File: src/rtl/fifo_pkg.sv
// Shared helpers for the dual-clock FIFO pointer controllers (write and read side).
package fifo_pkg;

  localparam int FIFO_ADDRSIZE = 4;
  localparam int DEPTH         = 2 ** FIFO_ADDRSIZE;

  // Generic up to 32 bits; unused upper bits must be zero so the prefix XOR is width-agnostic.
  function automatic logic [31:0] bin2gray(input logic [31:0] b);
    return b ^ (b >> 1);
  endfunction

  function automatic logic [31:0] gray2bin(input logic [31:0] g);
    logic [31:0] b;
    b = '0;
    for (int i = 0; i < 32; i++) b[i] = ^(g >> i);
    return b;
  endfunction

endpackage

File: src/rtl/gray2bin_dec.sv
// Combinational Gray-to-binary decoder (XOR prefix from the MSB down).
module gray2bin_dec #(
  parameter int W = 5
) (
  input  logic [W-1:0] gray,
  output logic [W-1:0] bin
);

  always_comb begin
    bin = '0;
    for (int i = 0; i < W; i++) bin[i] = ^(gray >> i);
  end

endmodule

File: src/rtl/wptr_full_prog.sv
// Write-side pointer and flag controller of the dual-clock FIFO (wclk domain only):
// binary/Gray write pointers, RAM address, full, programmable almost-full, level and sticky overflow.
module wptr_full_prog
  import fifo_pkg::*;
#(
  parameter int ADDRSIZE = 4,
  parameter int AFULL_W  = ADDRSIZE + 1
) (
  input  logic                wclk,
  input  logic                wrst,
  input  logic                winc,
  input  logic [ADDRSIZE:0]   wq2_rptr,
  input  logic [AFULL_W-1:0]  afull_thr,
  input  logic                ovf_clr,
  output logic                wen,
  output logic [ADDRSIZE-1:0] waddr,
  output logic [ADDRSIZE:0]   wptr,
  output logic                wfull,
  output logic                wafull,
  output logic [ADDRSIZE:0]   wlevel,
  output logic                wovf
);

  localparam int PW = ADDRSIZE + 1;

  logic [ADDRSIZE:0] wbin;
  logic [ADDRSIZE:0] wbnext;
  logic [ADDRSIZE:0] wgnext;
  logic [ADDRSIZE:0] rbin_s;
  logic [ADDRSIZE:0] level_next;
  logic [ADDRSIZE:0] full_cmp;
  logic              wfull_next;
  logic              wafull_next;

  gray2bin_dec #(.W(PW)) u_rptr_dec (
    .gray (wq2_rptr),
    .bin  (rbin_s)
  );

  assign wen   = winc & ~wfull;
  assign waddr = wbin[ADDRSIZE-1:0];

  // Full when the next Gray write pointer matches the read pointer with its two MSBs inverted.
  always_comb begin
    wbnext      = wbin + PW'(wen);
    wgnext      = PW'(bin2gray(32'(wbnext)));
    full_cmp    = {~wq2_rptr[ADDRSIZE:ADDRSIZE-1], wq2_rptr[ADDRSIZE-2:0]};
    wfull_next  = (wgnext == full_cmp);
    level_next  = wbnext - rbin_s;
    wafull_next = (32'(level_next) >= 32'(afull_thr));
  end

  always_ff @(posedge wclk) begin
    if (wrst) begin
      wbin   <= '0;
      wptr   <= '0;
      wfull  <= 1'b0;
      wafull <= 1'b0;
      wlevel <= '0;
      wovf   <= 1'b0;
    end else begin
      wbin   <= wbnext;
      wptr   <= wgnext;
      wfull  <= wfull_next;
      wafull <= wafull_next;
      wlevel <= level_next;
      // A blocked write re-arms the flag even when a clear arrives in the same cycle.
      wovf   <= (winc & wfull) | (wovf & ~ovf_clr);
    end
  end

endmodule

File: config.mk
export PLATFORM = sky130hd
export DESIGN_NAME = wptr_full_prog
export DESIGN_NICKNAME = d
export VERILOG_FILES = /design/src/rtl/fifo_pkg.sv /design/src/rtl/gray2bin_dec.sv /design/src/rtl/wptr_full_prog.sv
export SDC_FILE = /design/constraint.sdc
export NUM_CORES = 1
export LEC_CHECK = 0
export ABC_AREA = 1
export CAP_MARGIN = 20
export CORE_ASPECT_RATIO = 0.7
export CORE_UTILIZATION = 51
export DETAILED_ROUTE_END_ITERATION = 16
export GPL_TIMING_DRIVEN = 0
export PLACE_DENSITY_LB_ADDON = 0.2
export SYNTH_ARGS = -nofsm -noshare
export SYNTH_HDL_FRONTEND = slang
export SYNTH_HIERARCHICAL = 1
export SYNTH_SLANG_ARGS = --single-unit
File: constraint.sdc
create_clock -name wclk -period 4.3 [get_ports wclk]
set_input_delay 0.645 -clock wclk [delete_from_list [all_inputs] [get_ports wclk]]
set_output_delay 0.645 -clock wclk [all_outputs]
set_load 0.05 [all_outputs]
# Word-level counts from Yosys, hierarchy flattened
# Index checks and enable logic that the tools add are counted.
# W data, S select, Z words.
# op_classes
n_addsub	2
n_lt_le_gt_ge	1
n_eq_ne	1
bitwise_logic	8
n_reduce_logical	5
# ops
op	count
$reduce_xor A5 Y1	5
$add A5 B1 Y5	1
$eq A5 B5 Y1	1
$ge A5 B5 Y1	1
$sub A5 B5 Y5	1
$xor A5 B4 Y5	1
$and A1 B1 Y1	3
$not A1 Y1	2
$not A2 Y2	1
$or A1 B1 Y1	1
# totals
reg_bits	18
input_bits	14
output_inout_bits	18

# Logic depth before layout (Yosys ltp)
# depth
ltp_word	5
ltp_mapped	21
depth_no_buf	21

# Modules after synthesis
# The synthesis kept the hierarchy.
# by_module_without_submodules
module	instances	cells_each	area_per_inst_um2
wptr_full_prog	1	145	1026.0
gray2bin_dec	1	24	123.9

# Least setup slack after synthesis
# Ideal clock, no wire load.
# synth_path
path_type	input to register
from	input winc
to	register wafull
t_arrival_ns	3.681
required_time_ns	4.176
path_slack_ns	0.495
stages	20
path_buffers	0
cell_sequence	inv_1 -> nor2_1 -> ha_1 -> ha_1 -> nand2_1 -> nand2_4 -> inv_2 -> ha_1 -> inv_1 -> nor2_1 -> o21ai_0 -> nand2_1 -> inv_1 -> nand2_1 -> nand2_1 -> ha_1 -> a21oi_1 -> o21ai_0 -> a211oi_1 -> nor2_1
# synth_between
elab_chain_cells	4
# synth_rtl
element	line_no	rtl
from (decl)	wptr_full_prog.sv:11	input logic winc,
$and A1 B1 Y1	wptr_full_prog.sv:40	assign wen = winc & ~wfull;
via wen	wptr_full_prog.sv:15	output logic wen,
$add A5 B1 Y5	wptr_full_prog.sv:45	wbnext = wbin + PW'(wen);
via wbnext[2]	wptr_full_prog.sv:27	logic [ADDRSIZE:0] wbnext;
$sub A5 B5 Y5	wptr_full_prog.sv:49	level_next = wbnext - rbin_s;
via level_next[4]	wptr_full_prog.sv:30	logic [ADDRSIZE:0] level_next;
$ge A5 B5 Y1	wptr_full_prog.sv:50	wafull_next = (32'(level_next) >= 32'(afull_thr));
to (signal assigned)	wptr_full_prog.sv:65	wafull <= wafull_next;
to (decl)	wptr_full_prog.sv:19	output logic wafull,
# The timed path passes the listed nets, and every way through them passes these cells.
# A chain may end at the register's enable or synchronous reset.

# Final worst setup path
# layout_path
from	input winc
to	register wafull
# layout_between
elab_chain_cells	4
# layout_rtl
element	line_no
$and A1 B1 Y1	wptr_full_prog.sv:40
$add A5 B1 Y5	wptr_full_prog.sv:45
via wbnext[2]	wptr_full_prog.sv:27
$sub A5 B5 Y5	wptr_full_prog.sv:49
via level_next[4]	wptr_full_prog.sv:30
$ge A5 B5 Y1	wptr_full_prog.sv:50
# The timed path passes the listed nets, and every way through them passes these cells.

==> flow_summary.toml <==
[run_status]
status = "complete, no violations"

[floorplanning]
die-area_mm2 = 0.00245
rows = 13
coreArea_mm2 = 0.00198
initial_utilization = 0.579
io_pins = 32
die_x_um = 58.8
chipHeight_um = 41.7

[hold_path]
hp-start = "wovf"
min_to = "wovf"
hold_depth = 2
min-delay-path-class = "reg2reg"

[drt]
vias = 1132
ant_nets = 0
routed_wl_um = 2560
first_iter_violations = 42
wl_per_cell_um = 11.0
dr.pass1.iters = 4
viasPerCell = 4.86
drcViolationCount = 0

[power_and_ir_drop]
p_int_uw = 300
switching_share = 0.410
power_frac_comb = 0.480
p_clk_frac = 0.168
p_seq_frac = 0.352
powerDensity_mw_per_mm2 = 336
peakVddDrop_mv = 0.179
switchingPower_uw = 209
p_leak_uw = 0.000747

[final_layout]
final_nets = 230
stdcell_count = 233
fillers = 160
antennaDiodeCount = 0
drive_gt1_frac = 0.0887
area_delta_synth_final_pct = 31.8

[clock_tree]
clockRootBuffer = "clkbuf_4"
htreeDepth = 1
clock_latency_ps = 300
cts_resized = 0
clock_sinks = 17
numCtsBuffers = 3
clk_pin_slew_ps = 80
cts_tree = "built"
clockBufferDepth = 2
post_cts_buffers = 0
cts_hold_buf = 0

[worst_setup_path]
r2r-end = "wafull"
r2r_cells = 19
cp-end-kind = "register"
worstPathArrival_ps = 3940
critPathKind = "in2reg"
crit_required_ps = 4460
cp-startpoint = "winc"
r2r_slack_ps = 1070
worst-path-max-fanout = 5
cp-start-kind = "primary input"
r2r-start = "wfull"

[sta]
setup_viol = 0
tightest_slew_ps = 504
min_period_ps = 3780
timing.setup.tns_ps = 0
clock_skew_ps = 19.5
rsz0062_at_grt = "false"
hold_viol = 0
max_freq_ghz = 0.265
drv_slew = 0
period_share = 0.879
worst_slew_margin_rel = 0.663
fin_hold_ws_ps = 465

[logic_synthesis]
synth_area_leaders = "dfxtp_1 (30%), ha_1 (12%), nand2_1 (12%), inv_1 (8.5%), nor2_1 (6.9%)"
ys_ff_latch = 17
yosysWarnings = 6
synth_most_common_cell = "nand2_1"
synthArstFlopShare = 0
synth_top_cell_by_area = "dfxtp_1"
seq_area_frac_synth = 0.296
netlist_instances = 169
synthTopCellsByCount = "nand2_1 (36), inv_1 (26), nor2_1 (21)"
synth_edf_count = 0
syn-cell-area_mm2 = 0.00115
yosys_most_used_dff = "dfxtp_1"
synth_nets = 195
synth_top_area_frac = 0.296
syn_area_per_cell_um2 = 6.80
synth_cell_types = 21

[grt]
grt-ovfl-total = 0
grt_pass1_wl_um = 4340
grt_max_degree = 11
antenna_found_initial = 0
track_usage = 0.230
grt_pass1_vias = 1014

[flow_run]
max_cap_viol_count = 0

[placed_design]
placed_cells = 229
gp_congestion = 0.856
port-buffer-count = 30
dp_hpwl_um = 2150
## sequential cells by signal, indices dropped and copies added (netlist names)
| signal | flops |
|---|---|
| wafull | 1 |
| wbin | 4 |
| wfull | 1 |
| wlevel | 5 |
| wovf | 1 |
| wptr | 5 |
## kinds of logic after synthesis
group | synth area share
adder cells (fa/ha/maj) | 0.137
flip-flops | 0.296
XOR/XNOR | 0.0533
AO/OA/AOI/OAI | 0.0544
AND/OR/NAND/NOR | 0.342
buffers and inverters | 0.118
## through the flow
| step | util | total power (µW) | setup WS (ps) | instance area (µm²) |
|---|---|---|---|---|
| 3_5_place_dp | 0.750 | 426 | 270 | 1490 |
| 4_1_cts | 0.764 | 511 | 560 | 1520 |
| 6_report | 0.764 | 509 | 522 | 1520 |
| 5_1_grt | 0.764 | 546 | 275 | 1520 |
| 2_1_floorplan | - | 352 | 495 | 1150 |
| 3_3_place_gp | 0.750 | 417 | 431 | 1490 |
## final cells by class
| class | instances | area, µm² | share of cell area |
|---|---|---|---|
| Buffer | 4 | 26.3 | 0.0173 |
| Clock buffer | 3 | 22.5 | 0.0149 |
| Clock inverter | 1 | 5.00 | 0.00330 |
| Inverter | 29 | 109 | 0.0718 |
| Multi-Input combinational cell | 119 | 674 | 0.445 |
| Sequential cell | 17 | 340 | 0.225 |
| Tap cell | 30 | 37.5 | 0.0248 |
| Timing Repair Buffer | 30 | 300 | 0.198 |
## power groups by stage
stage	Clock (µW)	Sequential [µW]	Combinational, µW
after CTS	87.3	179	244
after floorplan	0	243	109
after detailed placement	0	183	243
final	85.5	179	244
after global placement	0	183	235
after global routing	95.6	180	270
## worst max-delay path, cell delays in order
cell	delay [ps]
clkdlybuf4s50_1	480
inv_1	50
nor2_1	150
ha_1	240
ha_1	260
nand2_1	150
nand2_4	130
inv_2	40
ha_1	330
inv_1	50
nor2_1	180
o21ai_0	110
nand2_1	80
inv_1	40
nand2_1	70
nand2_1	60
ha_1	320
a21oi_1	150
o21ai_0	90
a211oi_1	220
nor2_1	60
## routing by layer
layer | global-route usage | share of wire
met4 | 0.0286 | 0.0074
met3 | 0.0623 | 0.068
met1 | 0.294 | 0.45
met2 | 0.393 | 0.47
met5 | 0 | 0
## worst max path at each step
stage	end	slack (ps)	cells past startpoint
after floorplan	wafull	500	20
after global placement	wafull	430	21
after detailed placement	wafull	270	21
after CTS	wafull	560	21
after global routing	wafull	270	21
final	wafull	520	21
## cell usage in the layout (no fill, tap or decap), types with 3 or more instances in the layout
| master | n |
|---|---|
| nand2_1 | 36 |
| clkdlybuf4s50_1 | 30 |
| inv_1 | 26 |
| nor2_1 | 21 |
| dfxtp_1 | 17 |
| nand3_1 | 15 |
| ha_1 | 11 |
| nand2_2 | 8 |
| a21oi_1 | 8 |
| nand4_1 | 5 |
| xnor2_1 | 5 |
| o21ai_0 | 3 |
| inv_2 | 3 |
| clkbuf_4 | 3 |
(Power assumes the default switching activity.)
